--- config.mk ---
export PLATFORM = sky130hd
export DESIGN_NAME = dmem_uart_dump_flat
export DESIGN_NICKNAME = d
export VERILOG_FILES = /design/src/rtl/dmem_uart_dump_if.sv /design/src/rtl/dmem_uart_dump.sv /design/src/flat_wrapper.sv
export SDC_FILE = /design/constraint.sdc
export NUM_CORES = 1
export LEC_CHECK = 0
export CAP_MARGIN = 10
export CORE_ASPECT_RATIO = 0.8
export CORE_MARGIN = 8
export CORE_UTILIZATION = 41
export CTS_CLUSTER_SIZE = 40
export DETAILED_ROUTE_END_ITERATION = 8
export PLACE_DENSITY = 0.7
export REMOVE_ABC_BUFFERS = 1
export SYNTH_ARGS = -nofsm -noshare
export SYNTH_HDL_FRONTEND = slang
export SYNTH_SLANG_ARGS = --single-unit
--- constraint.sdc ---
create_clock -name clk -period 1.9 [get_ports clk]
set_input_delay 0.19 -clock clk [delete_from_list [all_inputs] [get_ports clk]]
set_output_delay 0.19 -clock clk [all_outputs]
set_load 0.01 [all_outputs]
--- src/rtl/dmem_uart_dump_if.sv ---
// -----------------------------------------------------------------------------
// dmem_uart_dump_if
//   Data-memory synchronous read port, shared by the dump engine and the data
//   memory beside it.
//
//   mem_rd_en    read strobe (driven by the reader)
//   mem_addr     word address (driven by the reader)
//   mem_rd_data  read data, valid the cycle after mem_rd_en (driven by memory)
//
//   modport master : the dump engine (issues reads)
//   modport slave  : the data memory (answers reads)
// -----------------------------------------------------------------------------
interface dmem_uart_dump_if #(
    parameter int ADDR_WIDTH = 8
);

    logic                  mem_rd_en;
    logic [ADDR_WIDTH-1:0] mem_addr;
    logic [31:0]           mem_rd_data;

    modport master (
        output mem_rd_en,
        output mem_addr,
        input  mem_rd_data
    );

    modport slave (
        input  mem_rd_en,
        input  mem_addr,
        output mem_rd_data
    );

endinterface

--- src/rtl/dmem_uart_dump.sv ---
// -----------------------------------------------------------------------------
// dmem_uart_dump
//   Read-back engine for the CPU data memory. On a start request it walks
//   word_count words beginning at base_addr through the memory's synchronous
//   read port and sends each word on a UART line (8N1, LSB first, bytes in
//   little-endian order).
//
//   Parameters
//     CLKS_PER_BIT  clock cycles per UART bit (must be >= 2)
//     ADDR_WIDTH    data-memory word-address width
//
//   Ports
//     clk         system clock, rising edge
//     rst         synchronous active-low reset
//     start       one-cycle dump request, honoured only when idle
//     base_addr   first word address, sampled with start
//     word_count  number of words to send, sampled with start
//     dmem        data-memory read port (master side)
//     tx          UART serial output, idles high
//     busy        high from the cycle after an accepted start through done
//     done        one-cycle pulse at the end of a dump
// -----------------------------------------------------------------------------
module dmem_uart_dump #(
    parameter int CLKS_PER_BIT = 4,
    parameter int ADDR_WIDTH   = 8
) (
    input  logic                  clk,
    input  logic                  rst,
    input  logic                  start,
    input  logic [ADDR_WIDTH-1:0] base_addr,
    input  logic [ADDR_WIDTH:0]   word_count,
    dmem_uart_dump_if.master      dmem,
    output logic                  tx,
    output logic                  busy,
    output logic                  done
);

    localparam int DATA_WIDTH = 32;
    localparam int CNT_W      = $clog2(CLKS_PER_BIT);

    localparam logic [CNT_W-1:0]      CNT_LAST = CNT_W'(CLKS_PER_BIT - 1);
    localparam logic [ADDR_WIDTH-1:0] ADDR_ONE = ADDR_WIDTH'(1);
    localparam logic [ADDR_WIDTH:0]   WORD_ONE = (ADDR_WIDTH + 1)'(1);

    typedef enum logic [2:0] {
        S_IDLE,
        S_READ,
        S_LATCH,
        S_START,
        S_DATA,
        S_STOP,
        S_FINISH
    } state_t;

    state_t                  state;
    state_t                  state_next;

    logic [ADDR_WIDTH-1:0]   addr;        // current word address
    logic [ADDR_WIDTH:0]     remaining;   // words still to be read
    logic [DATA_WIDTH-1:0]   shift_word;  // word being sent, bit 0 is on the line
    logic [1:0]              byte_idx;    // byte of the word being sent
    logic [2:0]              bit_idx;     // data bit of the byte being sent
    logic [CNT_W-1:0]        clk_cnt;     // cycles elapsed in the current bit
    logic                    bit_end;
    logic                    rd_en;

    // The last cycle of a bit period; every line change happens here so each
    // bit is exactly CLKS_PER_BIT cycles wide.
    assign bit_end = (clk_cnt == CNT_LAST);

    assign dmem.mem_rd_en = rd_en;
    assign dmem.mem_addr  = addr;

    // -------------------------------------------------------------------------
    // State register
    // -------------------------------------------------------------------------
    // NOTE: clocked state uses non-blocking assignments so every register
    // samples pre-edge values, independent of process evaluation order.
    always_ff @(posedge clk) begin
        if (!rst) begin
            state <= S_IDLE;
        end else begin
            state <= state_next;
        end
    end

    // -------------------------------------------------------------------------
    // Next state and outputs
    // -------------------------------------------------------------------------
    // NOTE: every signal written here gets a default first, so no path through
    // the case statement can leave one unassigned and infer a latch.
    always_comb begin
        state_next = state;
        rd_en      = 1'b0;
        tx         = 1'b1;
        busy       = 1'b1;
        done       = 1'b0;

        case (state)
            S_IDLE: begin
                busy = 1'b0;
                if (start) begin
                    state_next = (word_count == '0) ? S_FINISH : S_READ;
                end
            end

            S_READ: begin
                rd_en      = 1'b1;
                state_next = S_LATCH;
            end

            S_LATCH: begin
                state_next = S_START;
            end

            S_START: begin
                tx = 1'b0;
                if (bit_end) begin
                    state_next = S_DATA;
                end
            end

            S_DATA: begin
                tx = shift_word[0];
                if (bit_end && (bit_idx == 3'd7)) begin
                    state_next = S_STOP;
                end
            end

            S_STOP: begin
                if (bit_end) begin
                    if (byte_idx != 2'd3) begin
                        state_next = S_START;
                    end else if (remaining != '0) begin
                        state_next = S_READ;
                    end else begin
                        state_next = S_FINISH;
                    end
                end
            end

            S_FINISH: begin
                done       = 1'b1;
                state_next = S_IDLE;
            end

            default: begin
                state_next = S_IDLE;
            end
        endcase
    end

    // -------------------------------------------------------------------------
    // Datapath: address, word counter, shift word, bit timing
    // -------------------------------------------------------------------------
    always_ff @(posedge clk) begin
        if (!rst) begin
            addr       <= '0;
            remaining  <= '0;
            shift_word <= '0;
            byte_idx   <= '0;
            bit_idx    <= '0;
            clk_cnt    <= '0;
        end else begin
            case (state)
                S_IDLE: begin
                    clk_cnt <= '0;
                    if (start) begin
                        addr      <= base_addr;
                        remaining <= word_count;
                    end
                end

                S_LATCH: begin
                    shift_word <= dmem.mem_rd_data;
                    byte_idx   <= '0;
                    bit_idx    <= '0;
                    clk_cnt    <= '0;
                    remaining  <= remaining - WORD_ONE;
                    addr       <= addr + ADDR_ONE;   // wraps at the top of memory
                end

                S_START: begin
                    clk_cnt <= bit_end ? '0 : clk_cnt + 1'b1;
                end

                S_DATA: begin
                    clk_cnt <= bit_end ? '0 : clk_cnt + 1'b1;
                    if (bit_end) begin
                        // Shifting the whole word means byte N+1 lands on bit 0
                        // after byte N's eight bits; bit_idx wraps back to 0.
                        shift_word <= {1'b0, shift_word[DATA_WIDTH-1:1]};
                        bit_idx    <= bit_idx + 3'd1;
                    end
                end

                S_STOP: begin
                    clk_cnt <= bit_end ? '0 : clk_cnt + 1'b1;
                    if (bit_end && (byte_idx != 2'd3)) begin
                        byte_idx <= byte_idx + 2'd1;
                    end
                end

                default: begin
                    clk_cnt <= '0;
                end
            endcase
        end
    end

endmodule

--- src/flat_wrapper.sv ---
// flat-port wrapper written by rule: the top's interface ports become plain ports
module dmem_uart_dump_flat 
#(
    parameter int CLKS_PER_BIT = 4,
    parameter int ADDR_WIDTH   = 8
)
  (clk, rst, start, base_addr, word_count, tx, busy, done, dmem_mem_rd_en, dmem_mem_addr, dmem_mem_rd_data);
  dmem_uart_dump_if #(.ADDR_WIDTH(ADDR_WIDTH)) dmem_i ();
  input  logic clk;
  input  logic rst;
  input  logic start;
  input  logic [ADDR_WIDTH-1:0] base_addr;
  input  logic [ADDR_WIDTH:0] word_count;
  output logic tx;
  output logic busy;
  output logic done;
  output wire logic [$bits(dmem_i.mem_rd_en)-1:0] dmem_mem_rd_en;
  output wire logic [$bits(dmem_i.mem_addr)-1:0] dmem_mem_addr;
  input wire logic [$bits(dmem_i.mem_rd_data)-1:0] dmem_mem_rd_data;
  assign dmem_mem_rd_en = dmem_i.mem_rd_en;
  assign dmem_mem_addr = dmem_i.mem_addr;
  assign dmem_i.mem_rd_data = dmem_mem_rd_data;
  dmem_uart_dump #(.CLKS_PER_BIT(CLKS_PER_BIT), .ADDR_WIDTH(ADDR_WIDTH)) u_core (.clk(clk), .rst(rst), .start(start), .base_addr(base_addr), .word_count(word_count), .dmem(dmem_i), .tx(tx), .busy(busy), .done(done));
endmodule
==> results of run 1 <==
metrics by stage:
stage               worst slack (ps)  hold slack (ps)
floorplan                      -2810              320
global placement                 206              419
detailed placement               194              425
CTS                             4.41              406
global route                    16.4              425
finish                          83.8              427
worst reg2reg max path, cell delays in order (launching register included):
cell and delay (ps):
dfxtp_1 350, or3b_1 510, nor4_2 270, mux2_2 350
a21oi_1 140
metal layers:
| metal | vias up | global-route usage, % | part of all wire (%) |
|---|---|---|---|
| met5 | - | 0 | 0 |
| met4 | 0 | 5.26 | 1.2 |
| met3 | 7 | 4.25 | 5.8 |
| met2 | 69 | 23.4 | 45 |
| met1 | 1264 | 19.0 | 48 |
| li1 | 1408 | - | - |
Yosys cell counts, types with 5 or more instances:
cell type and count:
a211oi_1 33, a21oi_1 14, a311oi_1 6, a31oi_1 5, buf_2 8, buf_4 9, clkbuf_1 9, dfxtp_1 59
ha_1 6, inv_1 7, mux2i_1 31, nand2_1 22, nand3_1 13, nor2_1 50, nor3_1 5, o211ai_1 5
o21ai_0 11
final timing paths:
path                           startpoint                                   end  slack, ps  cells past startpoint
min                          base_addr[5]  u_core.dmem.mem_addr[5]$_SDFFE_PN0P_        430                      3
max          u_core.state[1]$_SDFFE_PN0P_                        dmem_mem_rd_en         80                      4
min reg2reg  u_core.clk_cnt[0]$_SDFF_PP0_          u_core.clk_cnt[0]$_SDFF_PP0_        430                      1
max reg2reg  u_core.state[1]$_SDFFE_PN0P_      u_core.remaining[5]$_SDFFE_PN0P_        220                      4
layout by cell type (no fill, tap or decap), drive strengths merged, types with 2 or more instances in the layout:
master | synthesis | routed
clkbuf | 9 | 12
nor4 | 3 | 3
nand4 | 3 | 3
o21ai | 11 | 11
nand2 | 23 | 23
nor4b | 3 | 3
or3 | 2 | 2
ha | 6 | 6
mux2i | 31 | 31
a211oi | 33 | 33
o211ai | 5 | 5
clkdlybuf4s50 | 0 | 60
nor3 | 5 | 5
nor3b | 5 | 5
nand3 | 13 | 13
dlygate4sd2 | 0 | 2
a31oi | 5 | 5
buf | 19 | 23
nor2 | 50 | 50
bufinv | 0 | 2
a311oi | 6 | 6
and2 | 4 | 4
a21oi | 14 | 14
and3 | 2 | 2
dfxtp | 59 | 59
mux2 | 4 | 4
inv | 7 | 7
flip-flops by register name, indices dropped and copies added (netlist names):
| signal | count |
|---|---|
| u_core.byte_idx | 2 |
| u_core.clk_cnt | 2 |
| u_core.remaining | 9 |
| u_core.bit_idx | 3 |
| u_core.state | 3 |
| u_core.dmem.mem_addr | 8 |
| u_core.shift_word | 32 |
kinds of logic (layout without fill, tap and decap cells):
kind of cell	count (synthesis)	count (layout)	share of synthesized area (%)
AO/OA/AOI/OAI	85	85	19.3
XOR/XNOR	1	1	0.287
adder cells (fa/ha/maj)	6	6	2.46
buffers and inverters	35	109	6.22
flip-flops	59	59	38.7
multiplexers	35	35	11.6
AND/OR/NAND/NOR	123	123	21.4
report_power, final:
| group | leakage (nW) | internal, W | switching [W] | total (W) |
|---|---|---|---|---|
| logic | 0.854 | 0.00115 | 0.00124 | 0.00239 |
| registers | 0.482 | 0.00165 | 0.000293 | 0.00194 |
| clock network | 0.113 | 0.000808 | 0.000487 | 0.00130 |
| total | 1.45 | 0.00360 | 0.00202 | 0.00563 |
cell type report:
| cell class | instances | area (um2) |
|---|---|---|
| clock buffers | 12 | 155 |
| clock inverters | 4 | 72.6 |
| fillers | 676 | 3230 |
| inverters | 7 | 26.3 |
| multi-input cells | 250 | 1700 |
| flip-flops and latches | 59 | 1180 |
| well taps | 90 | 113 |
| repair buffers | 86 | 848 |
repair_timing:
item                       4_1_cts  5_1_grt
setup endpoints to repair        3        3
pin swaps                        0        0
hold buffers                     0        0
gates resized for setup          4        3
==> reports/summary.json, run 1 <==
{
  "status": {"value": "finished, final reports clean"},
  "timing.max_slew.rel_slack": {"value": 63.1, "unit": "%"},
  "netlist.top_cell.by_area": {"value": "dfxtp_1"},
  "placement_rows": {"value": 28},
  "cts_inserted_buffers": {"value": 9},
  "max_freq": {"value": 0.551, "unit": "GHz"},
  "cts.clk_slew.worst_paths": {"value": 70, "unit": "ps"},
  "first_iter_violations": {"value": 171},
  "critical-path-slowest-cell": {"value": "clkdlybuf4s50_1"},
  "port_buffers": {"value": 63},
  "routed_wirelength": {"value": 7520, "unit": "um"},
  "cts_root_buffer": {"value": "clkbuf_8"},
  "async_reset_ff_share": {"value": 0, "unit": "%"},
  "place_inst": {"value": 492},
  "post_drt_wl_per_cell": {"value": 14.8, "unit": "um"},
  "critical_path_buf_inv_count": {"value": 2},
  "routed-via-count": {"value": 2748},
  "worst_hold_path_type": {"value": "primary input to flip-flop"},
  "vdd_ir_drop_max": {"value": 531, "unit": "uV"},
  "netlist_instances": {"value": 344},
  "synth_top_flop_cell": {"value": "dfxtp_1"},
  "grt_first_pass_wirelength": {"value": 12900, "unit": "um"},
  "boundaryPins": {"value": 64},
  "synthesis.area_per_instance": {"value": 8.88, "unit": "um2"},
  "postSynthRegisterBits": {"value": 59},
  "synth.area.top_cells": {"value": "dfxtp_1, mux2i_1, a211oi_1"},
  "die_height": {"value": 93.2, "unit": "um"},
  "floorplan.core_area": {"value": 7320, "unit": "um2"},
  "layout_min_cycle_time": {"value": 1820, "unit": "ps"},
  "ant_nets": {"value": 0},
  "post_route_cells_drive_above_1_share": {"value": 12.2, "unit": "%"},
  "synth_largest_type_area_fraction": {"value": 38.7, "unit": "%"},
  "postCtsSetupRepairBufs": {"value": 0},
  "dpl-instance-area": {"value": 3850, "unit": "um2"},
  "flow.area_growth_from_synthesis": {"value": 33.9, "unit": "%"},
  "finalClockSkew": {"value": 11.7, "unit": "ps"},
  "grt_util_all_layers": {"value": 14.8, "unit": "%"},
  "avgViaCountPerCell": {"value": 5.41},
  "synth-edff-count": {"value": 0},
  "clock_insertion_delay_at_the_later_pin_of_the_skew_report": {"value": 340, "unit": "ps"},
  "first_global_vias": {"value": 2733},
  "p_leak": {"value": 1.45, "unit": "nW"},
  "diodes": {"value": 0},
  "report.final.hold_viol_count": {"value": 0},
  "antenna_found_initial": {"value": 0},
  "design.final.nets": {"value": 471},
  "slowest_cell_delay_on_critical_path": {"value": 530, "unit": "ps"},
  "setup-violations-final": {"value": 0},
  "total_negative_setup_slacks": {"value": 0, "unit": "ps"},
  "post_layout_nonfiller_instances": {"value": 508},
  "clock_tree.htree_level_count": {"value": 3},
  "die-width": {"value": 113, "unit": "um"},
  "crit_path_end_kind": {"value": "output pin"},
  "gp_congestion": {"value": 0.840},
  "tritoncts": {"value": "built"},
  "design.die.area": {"value": 10500, "unit": "um2"},
  "start_kind": {"value": "flip-flop"},
  "ys_seq_area_share": {"value": 38.7, "unit": "%"},
  "fin_area": {"value": 4090, "unit": "um2"},
  "timing.critical_path.fanout_max": {"value": 6},
  "tightest_slew": {"value": 549, "unit": "ps"},
  "number_of_buffers_on_the_longest_clock_path": {"value": 2},
  "ordered_cell_list_for_the_critical_path": {"value": "buf_4 -> nor2_4 -> and2_1 -> clkdlybuf4s50_1"},
  "post-dp-hpwl": {"value": 5480, "unit": "um"},
  "crit_family": {"value": "buffers and inverters"},
  "required": {"value": 1710, "unit": "ps"},
  "tritoncts_num_sinks": {"value": 59},
  "final_core_util": {"value": 55.9, "unit": "%"},
  "final_max_slew_viol_count": {"value": 0},
  "rsz0062_at_grt": {"value": "no"},
  "synth_cell_types": {"value": 52},
  "critPathArrivalTime": {"value": 1630, "unit": "ps"},
  "grt_max_degree": {"value": 42},
  "mappedNetlistArea": {"value": 3060, "unit": "um2"},
  "totalPowerFinal": {"value": 0.00563, "unit": "W"},
  "synth_warnings": {"value": 0},
  "drt_first_pass_iters": {"value": 6},
  "critical_path_class": {"value": "flip-flop to output pin"},
  "cap_viol_max_count": {"value": 0},
  "floorplan.initialDensity": {"value": 41.7, "unit": "%"},
  "gr-total-overflow": {"value": 0},
  "layout_worst_path_cycle_share": {"value": 95.6, "unit": "%"},
  "drc": {"value": 0},
  "cellPowerDensity": {"value": 1370, "unit": "nW/um2"}
}
Power figures use the tool's default switching activity.
==> run 2, diff against run 1 <==
CORE_MARGIN = 3   (was 8)
DONT_BUFFER_PORTS = 1   (was default)
PLACE_DENSITY = 0.59   (was 0.7)
==> run 2 against run 1 <==
  * First-iteration DRC count shrank 45%
  * Sequential share of layout area rose by 5.6 points
  * Setup slack better by 120 ps
  * Global-route usage increased by 2.0 points
  * Fmax up 6.9%
  * Critical path depth is 3 higher
  * Highest routed layer unchanged
  * Clock skew down 2.5 ps
  * Power down 11%
  * Count of clock-buffer cells in the layout is 2 lower
  * Wire length decreased by 5.3%
  * Register-to-register slack got worse by 20 ps
  * Critical endpoint is now u_core.state[1]$_SDFFE_PN0P_
==> reports/summary.json, run 2 (synthesized netlist as in run 1, its figures left out) <==
{
  "routed-via-count": {"value": 2540, "change": "-7.6%"},
  "power_frac_clock": {"value": 19.1, "unit": "%", "change": "-3.9 points"},
  "timing.max_slew.rel_slack": {"value": 67.8, "unit": "%", "change": "+4.7 points"},
  "cap_viol_max_count": {"value": 0, "change": "unchanged"},
  "gr-total-overflow": {"value": 0, "change": "unchanged"},
  "power.sequential.fraction": {"value": 39.4, "unit": "%", "change": "+4.9 points"},
  "tritoncts_num_sinks": {"value": 59, "change": "unchanged"},
  "post_route_cells_drive_above_1_share": {"value": 13.1, "unit": "%", "change": "+0.93 points"},
  "drc": {"value": 0, "change": "unchanged"},
  "ant_nets": {"value": 0, "change": "unchanged"},
  "clock_tree.htree_level_count": {"value": 3, "change": "unchanged"},
  "number_of_buffers_on_the_longest_clock_path": {"value": 2, "change": "unchanged"},
  "port_buffers": {"value": 0, "change": "-100%"},
  "netSwitchingPower": {"value": 0.00197, "unit": "W", "change": "-2.4%"},
  "timing.critical_path.fanout_max": {"value": 4, "change": "-2"},
  "layout.cells.most_common_list": {"value": "dfxtp_1, nor2_1, a211oi_1"},
  "status": {"value": "finished, final reports clean"},
  "worst_hold_path.endpoint": {"value": "u_core.state[2]$_SDFFE_PN0P_"},
  "power.internal": {"value": 0.00303, "unit": "W", "change": "-16%"},
  "worst_r2r_startpoint": {"value": "u_core.remaining[0]$_SDFFE_PN0P_"},
  "setup-violations-final": {"value": 0, "change": "unchanged"},
  "required": {"value": 2150, "unit": "ps", "change": "+440 ps"},
  "gp_congestion": {"value": 0.826, "change": "-1.6%"},
  "final.fill_count": {"value": 688, "change": "+1.8%"},
  "timing.hold.ws": {"value": 25.1, "unit": "ps", "change": "-402 ps"},
  "max_freq": {"value": 0.588, "unit": "GHz", "change": "+6.9%"},
  "finalClockSkew": {"value": 9.22, "unit": "ps", "change": "-2.50 ps"},
  "design.final.nets": {"value": 411, "change": "-13%"},
  "reg2regPathDepth": {"value": 7, "change": "+3"},
  "grt_max_degree": {"value": 45, "change": "+7.1%"},
  "avgViaCountPerCell": {"value": 5.71, "change": "+5.5%"},
  "worst_hold_path_stage_count": {"value": 2, "change": "-1"},
  "die-width": {"value": 103, "unit": "um", "change": "-8.9%"},
  "drt_first_pass_iters": {"value": 4, "change": "-2"},
  "cellPowerDensity": {"value": 1460, "unit": "nW/um2", "change": "+6.1%"},
  "post-dp-hpwl": {"value": 4910, "unit": "um", "change": "-10%"},
  "setup_ws": {"value": 201, "unit": "ps", "change": "+117 ps"},
  "hold_start": {"value": "rst"},
  "antenna_found_initial": {"value": 0, "change": "unchanged"},
  "floorplan.initialDensity": {"value": 43.3, "unit": "%", "change": "+1.5 points"},
  "final_max_slew_viol_count": {"value": 0, "change": "unchanged"},
  "rsz0062_at_grt": {"value": "no"},
  "netSwitchingFraction": {"value": 39.4, "unit": "%", "change": "+3.5 points"},
  "die_height": {"value": 83.2, "unit": "um", "change": "-11%"},
  "grt_util_all_layers": {"value": 16.8, "unit": "%", "change": "+2.0 points"},
  "cts_inserted_buffers": {"value": 9, "change": "unchanged"},
  "cts_root_buffer": {"value": "clkbuf_8"},
  "first_iter_violations": {"value": 94, "change": "-45%"},
  "tritoncts": {"value": "built"},
  "critical_path_buf_inv_count": {"value": 2, "change": "unchanged"},
  "layout.cells.most_common": {"value": "dfxtp_1"},
  "grt_first_pass_wirelength": {"value": 11400, "unit": "um", "change": "-11%"},
  "floorplan.core_area": {"value": 7060, "unit": "um2", "change": "-3.6%"},
  "critPathArrivalTime": {"value": 1950, "unit": "ps", "change": "+320 ps"},
  "vdd_ir_drop_max": {"value": 520, "unit": "uV", "change": "-2.1%"},
  "totalPowerFinal": {"value": 0.00500, "unit": "W", "change": "-11%"},
  "ordered_cell_list_for_the_critical_path": {"value": "inv_1 -> ha_1 -> nor4b_1 -> buf_4 -> nand2_1 -> a311o_1 -> o22ai_1"},
  "critical_path_class": {"value": "flip-flop to flip-flop"},
  "crit_path_end_kind": {"value": "flip-flop"},
  "routed_wirelength": {"value": 7130, "unit": "um", "change": "-5.3%"},
  "total_negative_setup_slacks": {"value": 0, "unit": "ps", "change": "unchanged"},
  "layout_min_cycle_time": {"value": 1700, "unit": "ps", "change": "-117 ps"},
  "largest_register": {"value": "u_core.shift_word"},
  "cts.clk_slew.worst_paths": {"value": 70, "unit": "ps", "change": "about the same"},
  "largest_register_ffs": {"value": 32, "change": "unchanged"},
  "report.final.hold_viol_count": {"value": 0, "change": "unchanged"},
  "flow.area_growth_from_synthesis": {"value": 12.3, "unit": "%"},
  "design.die.area": {"value": 8530, "unit": "um2", "change": "-19%"},
  "slowest_cell_delay_on_critical_path": {"value": 370, "unit": "ps", "change": "-160 ps"},
  "clock_insertion_delay_at_the_later_pin_of_the_skew_report": {"value": 340, "unit": "ps", "change": "about the same"},
  "p_leak": {"value": 1.17, "unit": "nW", "change": "-19%"},
  "power.combinational.fraction": {"value": 41.5, "unit": "%", "change": "-1.0 points"},
  "crit_family": {"value": "compound AO/OA/AOI/OAI gates"},
  "postCtsSetupRepairBufs": {"value": 0, "change": "unchanged"},
  "boundaryPins": {"value": 64, "change": "unchanged"},
  "layout_worst_path_cycle_share": {"value": 89.4, "unit": "%", "change": "-6.2 points"},
  "diodes": {"value": 0, "change": "unchanged"},
  "place_ws": {"value": 127, "unit": "ps", "change": "-66.4 ps"},
  "worst_hold_path_type": {"value": "primary input to flip-flop"},
  "tightest_slew": {"value": 479, "unit": "ps", "change": "-69.4 ps"},
  "placement_rows": {"value": 27, "change": "-3.6%"},
  "worstReg2RegEnd": {"value": "u_core.state[1]$_SDFFE_PN0P_"},
  "first_global_vias": {"value": 2308, "change": "-16%"},
  "post_drt_wl_per_cell": {"value": 16.0, "unit": "um", "change": "+8.2%"},
  "critical-path-slowest-cell": {"value": "a311o_1"},
  "r2r_setup_slack": {"value": 200, "unit": "ps", "change": "-20 ps"},
  "start_kind": {"value": "flip-flop"}
}
[run 2: changes by cell type in the layout (fill, tap and decap cells not counted)]
| cell | before | now |
|---|---|---|
| buf_12 | 3 | 4 |
| clkdlybuf4s50_1 | 60 | 0 |
| nor2_1 | 49 | 50 |
| dlymetal6s2s_1 | 1 | 0 |
| dlygate4sd2_1 | 2 | 0 |
| dlygate4sd3_1 | 0 | 7 |
| nor2_4 | 1 | 0 |
| bufinv_16 | 2 | 0 |
| clkinv_2 | 1 | 5 |
| or3b_4 | 0 | 1 |
| clkbuf_8 | 11 | 9 |
| or3b_1 | 1 | 0 |
| buf_8 | 1 | 0 |
| buf_4 | 19 | 15 |
[run 2: power groups by stage]
stage                     Clock [W]  Sequential (W)  Combinational (W)
after global placement            0         0.00198            0.00203
after CTS                   0.00101         0.00197            0.00207
final                      0.000957         0.00197            0.00207
after floorplan                   0         0.00198            0.00142
after detailed placement          0         0.00200            0.00205
after global routing        0.00105         0.00203            0.00232
[run 2: final cells by class]
| type | instances | area, um2 | area share, % |
|---|---|---|---|
| multi-input cells | 250 | 1690 | 49.3 |
| flip-flops and latches | 59 | 1180 | 34.4 |
| repair buffers | 26 | 263 | 7.66 |
| clock buffers | 10 | 128 | 3.72 |
| well taps | 87 | 109 | 3.17 |
| clock inverters | 6 | 32.5 | 0.948 |
| inverters | 7 | 26.3 | 0.766 |
[run 2: worst max path at each step]
stage | cells past startpoint | slack [ps] | start | end
6_report | 7 | 200 | u_core.remaining[0]$_SDFFE_PN0P_ | u_core.state[1]$_SDFFE_PN0P_
5_1_grt | 6 | 90 | u_core.remaining[0]$_SDFFE_PN0P_ | u_core.remaining[6]$_SDFFE_PN0P_
4_1_cts | 5 | 110 | u_core.state[0]$_SDFFE_PN0P_ | u_core.remaining[7]$_SDFFE_PN0P_
3_5_place_dp | 5 | 130 | u_core.state[0]$_SDFFE_PN0P_ | u_core.remaining[7]$_SDFFE_PN0P_
3_3_place_gp | 5 | 180 | u_core.state[0]$_SDFFE_PN0P_ | u_core.remaining[7]$_SDFFE_PN0P_
2_1_floorplan | 3 | -2810 | u_core.state[2]$_SDFFE_PN0P_ | u_core.shift_word[0]$_SDFFE_PN0P_
[run 2: per-layer routing]
metal / vias to the layer above / wire length, um / GRT usage [%]
met5: - / 0 / 0
met4: 0 / 95 / 5.60
met1: 1160 / 3510 / 22.9
li1: 1296 / - / -
met3: 11 / 459 / 7.14
met2: 73 / 3060 / 23.7
[run 2: stage by stage]
step                      area (um2)  cells  util (%)
after detailed placement        3200    422      45.3
after CTS                       3430    445      48.6
final                           3430    445      48.6
after global routing            3430    445      48.6
after floorplan                 2890    316         -
after global placement          3200    422      45.3
[run 2: worst register-to-register path: stages (launching register included)]
cell	delay (ps)
dfxtp_1	320
inv_1	80
ha_1	230
nor4b_1	260
buf_4	170
nand2_1	50
a311o_1	370
o22ai_1	150
[run 2: what timing repair did]
item / CTS / global route
setup endpoints to repair: 0 / 1
hold buffers: 7 / 0
hold endpoints to repair: 13 / 0
gates resized for setup: 0 / 1
==> run 3, diff against run 2 <==
SLEW_MARGIN = 10   (was default)
==> results of run 3 <==
No change in the layout: final DEF, timing and power equal those of run 2.
